$ cat src/rtl/seg7_bcd_counter.sv
// Up/down BCD event counter (0..COUNT_MAX) with a prescaled tick, parallel
// BCD load, wrap pulse and a 4-digit multiplexed seven-segment driver.
// The count lives as four BCD digits, so comparisons against the ceiling are
// plain unsigned compares of the packed digits.
module seg7_bcd_counter #(
  parameter int TICK_DIV  = 100_000_000,
  parameter int COUNT_MAX = 99,
  parameter int SCAN_BITS = 20,
  parameter int BLANK_LZ  = 1
) (
  input  logic        clk,
  input  logic        btnC,
  input  logic        en,
  input  logic        up,
  input  logic        load,
  input  logic [15:0] load_bcd,
  output logic [3:0]  an,
  output logic [6:0]  seg,
  output logic        wrap
);

  localparam int             PW       = $clog2(TICK_DIV);
  localparam logic [PW-1:0]  PRE_LAST = PW'(TICK_DIV - 1);
  localparam logic [15:0]    MAX_BCD  = {4'((COUNT_MAX / 1000) % 10), 4'((COUNT_MAX / 100) % 10),
                                         4'((COUNT_MAX / 10) % 10),   4'(COUNT_MAX % 10)};

  logic [PW-1:0]        pre_q, pre_d;
  logic [3:0][3:0]      d_q, d_d, inc, dec;
  logic                 wrap_q, wrap_d;
  logic [SCAN_BITS-1:0] scan_q;
  logic [3:0]           an_q, an_d;
  logic [6:0]           seg_q, seg_d;
  logic                 tick, load_ok, bcd_ok, cy, bw;
  logic [1:0]           sel;
  logic [3:0]           digit;
  logic [3:0]           lz;

  function automatic logic [6:0] seg7(input logic [3:0] v);
    case (v)
      4'd0:    seg7 = 7'b1000000;
      4'd1:    seg7 = 7'b1111001;
      4'd2:    seg7 = 7'b0100100;
      4'd3:    seg7 = 7'b0110000;
      4'd4:    seg7 = 7'b0011001;
      4'd5:    seg7 = 7'b0010010;
      4'd6:    seg7 = 7'b0000010;
      4'd7:    seg7 = 7'b1111000;
      4'd8:    seg7 = 7'b0000000;
      4'd9:    seg7 = 7'b0010000;
      default: seg7 = 7'b1111111;
    endcase
  endfunction

  assign tick = en && (pre_q == PRE_LAST);

  // Load qualification: every nibble a decimal digit and the value within range.
  always_comb begin
    bcd_ok = 1'b1;
    for (int i = 0; i < 4; i++)
      if (load_bcd[4*i +: 4] > 4'd9) bcd_ok = 1'b0;
    load_ok = load && bcd_ok && (load_bcd <= MAX_BCD);
  end

  // BCD +1 / -1 with ripple carry and borrow across the digits.
  always_comb begin
    inc = d_q;
    dec = d_q;
    cy  = 1'b1;
    bw  = 1'b1;
    for (int i = 0; i < 4; i++) begin
      if (cy) begin
        if (d_q[i] == 4'd9) inc[i] = 4'd0;
        else begin
          inc[i] = d_q[i] + 4'd1;
          cy     = 1'b0;
        end
      end
      if (bw) begin
        if (d_q[i] == 4'd0) dec[i] = 4'd9;
        else begin
          dec[i] = d_q[i] - 4'd1;
          bw     = 1'b0;
        end
      end
    end
  end

  // Next count / prescaler / wrap: load beats tick; an invalid load lets the tick through.
  always_comb begin
    pre_d  = pre_q;
    d_d    = d_q;
    wrap_d = 1'b0;
    if (load_ok) begin
      d_d   = load_bcd;
      pre_d = '0;
    end else begin
      if (en) pre_d = tick ? '0 : pre_q + PW'(1);
      if (tick) begin
        if (up) begin
          if (d_q == MAX_BCD) begin
            d_d    = '0;
            wrap_d = 1'b1;
          end else d_d = inc;
        end else begin
          if (d_q == 16'h0000) begin
            d_d    = MAX_BCD;
            wrap_d = 1'b1;
          end else d_d = dec;
        end
      end
    end
  end

  // Display select, leading-zero blanking and segment decode.
  always_comb begin
    sel   = scan_q[SCAN_BITS-1 -: 2];
    digit = d_q[~sel];
    lz[3] = (d_q[3] == 4'd0);
    lz[2] = lz[3] && (d_q[2] == 4'd0);
    lz[1] = lz[2] && (d_q[1] == 4'd0);
    lz[0] = 1'b0;
    an_d  = ~(4'b1000 >> sel);
    seg_d = ((BLANK_LZ != 0) && lz[~sel]) ? 7'b1111111 : seg7(digit);
  end

  // Counter state and wrap pulse.
  always_ff @(posedge clk) begin
    if (btnC) begin
      pre_q  <= '0;
      d_q    <= '0;
      wrap_q <= 1'b0;
    end else begin
      pre_q  <= pre_d;
      d_q    <= d_d;
      wrap_q <= wrap_d;
    end
  end

  // Free-running scan counter and registered display outputs.
  always_ff @(posedge clk) begin
    if (btnC) begin
      scan_q <= '0;
      an_q   <= 4'b1111;
      seg_q  <= 7'b1111111;
    end else begin
      scan_q <= scan_q + SCAN_BITS'(1);
      an_q   <= an_d;
      seg_q  <= seg_d;
    end
  end

  assign an   = an_q;
  assign seg  = seg_q;
  assign wrap = wrap_q;

endmodule

$ cat config.mk
export PLATFORM = sky130hd
export DESIGN_NAME = seg7_bcd_counter
export DESIGN_NICKNAME = d
export VERILOG_FILES = /design/src/rtl/seg7_bcd_counter.sv
export SDC_FILE = /design/constraint.sdc
export NUM_CORES = 1
export LEC_CHECK = 0
export CORE_MARGIN = 2
export CORE_UTILIZATION = 53
export DETAILED_ROUTE_END_ITERATION = 8
export PLACE_DENSITY = 0.85
export SYNTH_ARGS = -nofsm -noshare
export SYNTH_HDL_FRONTEND = slang
export SYNTH_SLANG_ARGS = --single-unit
$ cat constraint.sdc
create_clock -name clk -period 2.1 [get_ports clk]
set_input_delay 0.525 -clock clk [delete_from_list [all_inputs] [get_ports clk]]
set_output_delay 0.525 -clock clk [all_outputs]
set_load 0.01 [all_outputs]
# Word-level counts from Yosys, hierarchy flattened
# Memories as Yosys holds them, arrays and structs flattened. A register that Yosys moved wholly into a read port is not among the register bits.
# Index checks and enable logic that the tools add are counted.
# totals
reg_bits	68
mem_bits_ro	112
in_bits	21
out_inout_bits	12
wordCells	99
n_memories	1
# mem_list
name	words	word_bits	rd	rd_ports_with_merged_regs	write_ports	line_no	rtl
(name not given)	16	7	1	1	0	39	case (v)
# classes
n_addsub	10
order_cmp	6
n_eq_ne	9
shift	1
n_mux	41
bitwise_logic	3
reduce_logical	20
# op_table
operator	count
$mux 16	5
$mux 4	15
$add 27x1->27 const B	1
$eq 27x27->1 const B	1
$mux 27	1
$add 20x1->20 const B	1
$mux 1	18
$add 4x1->4 const B	4
$eq 16x8->1 const B	1
$eq 4x4->1 const B	4
$gt 4x4->1 const B	4
$le 16x8->1 const B	1
$logic_not 16->1	1
$logic_not 4->1	4
$sub 4x1->4 const B	4
$ne 4x1->1 const B	3
$reduce_bool 4->1	3
$reduce_and 3->1	3
$bmux 4 s2	1
$logic_and 1x1->1	5
$not 4->4	1
$reduce_or 2->1	2
$shr 4x2->4 const A	1
$lt 2x3->1 const B	1
5 further kinds	5

# Longest topological paths before layout
# depth
word_depth	9
ltp_mapped	8
depth_no_buf	7

# Worst setup path before layout
# Ideal clock, no wire load.
# synth_path
kind	input to register
from	in load_bcd[11]
to	reg d_q[6] in the netlist's numbering
setup_time_ns	0.068
arrival_ns	2.161
required_ns	2.032
setup_slack_ns	-0.128
stages	6
n_path_buf	0
path_cell_list	or4b_1 -> nor3_2 -> nand4_1 -> and3_1 -> or3_4 -> a21oi_2
# synth_via
elab_chain_cells	7
elab_cells_between_ends	11
cone_classes	2 x order compare; 1 x eq/ne; 3 x mux; 5 x reduce/logical
# synth_rtl
element	line_no	rtl
start, declared	16	input logic [15:0] load_bcd,
$gt 4x4->1	60	if (load_bcd[4*i +: 4] > 4'd9) bcd_ok = 1'b0;
$mux 1 (2 in a row)	60	
$logic_and 1x1->1	61	load_ok = load && bcd_ok && (load_bcd <= MAX_BCD);
$logic_and 1x1->1 (*)	61	
$ne 4x1->1 (no line), or another cell as far along	n/a	
$reduce_and 3->1 (no line)	n/a	
end signal, assigned	130	d_q <= '0;
end signal, assigned	134	d_q <= d_d;
end, declared	28	logic [3:0][3:0] d_q, d_d, inc, dec;
# Every way passes the cells marked *; elsewhere a longest branch is shown, timed or not.
# A chain may end at the register's enable or synchronous reset.

# Final worst setup path
# layout_path
from	reg pre_q[0]
to	reg d_q[1] in the netlist's numbering
# layout_via
elab_chain_cells	3
# layout_rtl
element	line_no	rtl
start, declared	27	logic [PW-1:0] pre_q, pre_d;
start signal, assigned	133	pre_q <= pre_d;
$eq 27x27->1	54	assign tick = en && (pre_q == PRE_LAST);
$logic_and 1x1->1	54	
$reduce_bool 2->1 (no line)	n/a	
# Every way passes these cells.

==> metrics.cfg <==
[placement]
io_buffers=32
hpwlAfterDp_um=6910
place_area_um2=4890
gp_congestion=0.854

[final_layout]
finalNetCount=601
finish.utilization_pct=67.6
syn2layout_area_growth_pct=25.5
seq_area_um2=1500
multi_input_area_um2=2470
n_antenna_cell=0
final_area_um2=5140
drive_above_1_share_pct=17.6
fillers=585
final_cell_mix=nor2_1 (85), dfxtp_1 (73), buf_4 (53)
layout_commonest_cell=nor2_1

[setup_path]
end_kind=flip-flop
path_delay_family=simple AND/OR/NAND/NOR gates
crit_chain=ha_2, and3_4, nand4_1, buf_4, nor3_1, buf_4, nor2_1, or3_1, a21oi_1
critPathMaxStageDelay_ps=360
cp.required_ps=2400
cpMostUsedCell=buf_4
startpoint_type=flip-flop
crit_fanout=4
cp_num_buf_inv=2
slowest_stage=dfxtp_2
arrival_ps=2340
path_class=reg -> reg

[logic_synthesis]
ys_seq_elements=75
synth_top_area_share_pct=36.6
synth_area_um2=4100
netlist_instances=505
synth_nets=533
ys_types=56
yosys_warnings=0
ys.flop_type=dfxtp_1
seq_area_frac_synth_pct=36.6
synth_area_leader_cell=dfxtp_1
async_reset_ff_share_pct=0
netlist_top_cells_area=dfxtp_1 (37%), nor2_1 (8.0%), xor2_1 (6.8%)
synth_edf_count=0
avgSynthCellArea_um2=8.12

[timing]
slew_violations=0
max_freq_ghz=0.490
finalClockSkew_ps=13.1
post-route-period-util_pct=97.2
tightest_slew_ps=465
setup_viol=0
hold_viol_final=0
slew_headroom_pct=68.9
period_needed_ps=2040

[routing]
first_pass_iters=7
avgRoutedWirePerCell_um=14.2
vias_per_cell=5.66
dr.first_iter.drc_count=307
drc_errors=0
num_vias=3852
drt-total-wl_um=9650
ant_nets=0

[grt]
grt_pass1_wl_um=16000
grt_antenna_before_repair=0
grt_overflow_total=0
grt_max_degree=26
grtUsageTotal_pct=23.7
grt_pass1_vias=3648

[floorplanning]
start_util_pct=53.9
die_h_um=91.9
rows=32
dieArea_um2=8450
ioPinCount=33
die_x_um=91.9
core_area_um2=7610

[clock_network]
cts-root-buf=clkbuf_8
cts_buffers=9
htreeDepth=3
cts_buffer_depth=2
clock_latency_ps=370
tritoncts=yes
cts.clk_slew.worst_paths_ps=90
clock_sinks=75

[hold_path]
hp-class=reg -> reg

[pwr]
power_switching_share_pct=24.6
ir_drop_mv=0.387
p_clk_share_pct=42.4
switchingPower_mw=0.679
power.share.combinational_pct=5.5
p_int_mw=2.08
powerDensity_nw_per_um2=536
p_leak_nw=1.88
power_frac_seq_pct=52.1

[status]
status=completed

[run]
drv_cap=0

==> power groups by stage <==
stage	combinational, mW	sequential, mW	clock, mW
final	0.151	1.44	1.17
after detailed placement	0.149	1.47	0
after CTS	0.150	1.44	1.19
after global routing	0.165	1.44	1.26
after global placement	0.145	1.47	0
after floorplan	0.0640	1.47	0
==> worst reg2reg max path: cells and delay by family (launching register included) <==
| kind | cells | cell delay [ps] |
|---|---|---|
| buf+inv | 2 | 370 |
| compound gates | 1 | 140 |
| fa+ha+maj | 1 | 190 |
| flops | 1 | 360 |
| simple gates | 5 | 930 |
==> Yosys cell counts (2+ instances only) <==
cell type	number
inv_1	11
buf_1	2
nand2b_1	5
nor3_1	15
and4_1	4
a211oi_1	10
mux4_2	4
a21oi_1	18
nor2b_1	2
clkbuf_1	24
ha_1	7
and3_1	10
and2_1	6
nor2_1	87
or4_1	4
or3_1	7
a31oi_1	4
nor4bb_1	2
nand3b_1	3
o21ai_0	24
a311oi_1	2
nor4_1	9
nor3b_1	2
nand3_1	23
nor4b_4	2
buf_2	5
nand4_1	13
a221oi_1	2
xor2_1	32
dfxtp_1	75
mux2i_1	7
nand2_1	43
xnor2_1	18
==> logic make-up after synthesis <==
group                      synth area share, %
and+or+nand+nor                           30.9
DFF                                       36.6
AOI/OAI and AO/OA                         11.2
xor gates and xnor gates                  10.7
buffers and inverters                     4.27
muxes                                     4.18
adders and majority gates                 2.14
==> metal layers <==
metal  GRT usage (%)  part of all wire [%]  up-vias
li1                -                     -     1897
met1            26.3                    40     1813
met2            42.6                    53      110
met3            6.00                   4.4       32
met4            10.7                   2.5        0
met5               0                     0        -
==> area by class of cell <==
cell class	count	share of cell area, %
Inverter	11	0.803
Tap cell	102	2.48
Clock buffer	9	2.41
Clock inverter	7	1.61
Sequential cell	75	29.2
Multi-Input combinational cell	387	48.1
Timing Repair Buffer	89	15.4
==> through the flow <==
step           worst slack, ps  power [mW]  hold WS (ps)  TNS (ps)  cells
6_report                  58.6        2.76           448         0    680
5_1_grt                  -1.73        2.86           490     -1.73    680
4_1_cts                   5.58        2.78           450         0    680
3_5_place_dp              -436        1.62           437    -15240    664
3_3_place_gp              -395        1.61           424    -13750    664
2_1_floorplan             -128        1.53           413      -128    505
==> final timing paths <==
path                            startpoint   endpoint  slack (ps)  cells after the start
worst max register to register    pre_q[0]     d_q[1]          60                      9
worst min-delay path             scan_q[0]  scan_q[0]         450                      1
worst min register to register   scan_q[0]  scan_q[0]         450                      1
worst max-delay path              pre_q[0]     d_q[1]          60                      9
==> sequential cells by signal, indices dropped and copies added, names as in the netlist <==
signal	flops
an	4
d_q	16
pre_q	27
scan_q	20
seg	7
wrap	1
==> timing repair <==
action | in CTS | in global routing
setup endpoints to repair | 9 | 14
hold buffers | 0 | 0
cloned | 0 | 0
resized for setup | 9 | 9
endpoints found under the hold margin | 0 | 0
pin swaps | 8 | 3
setup buffers | 0 | 0
(Power assumes the default switching activity.)
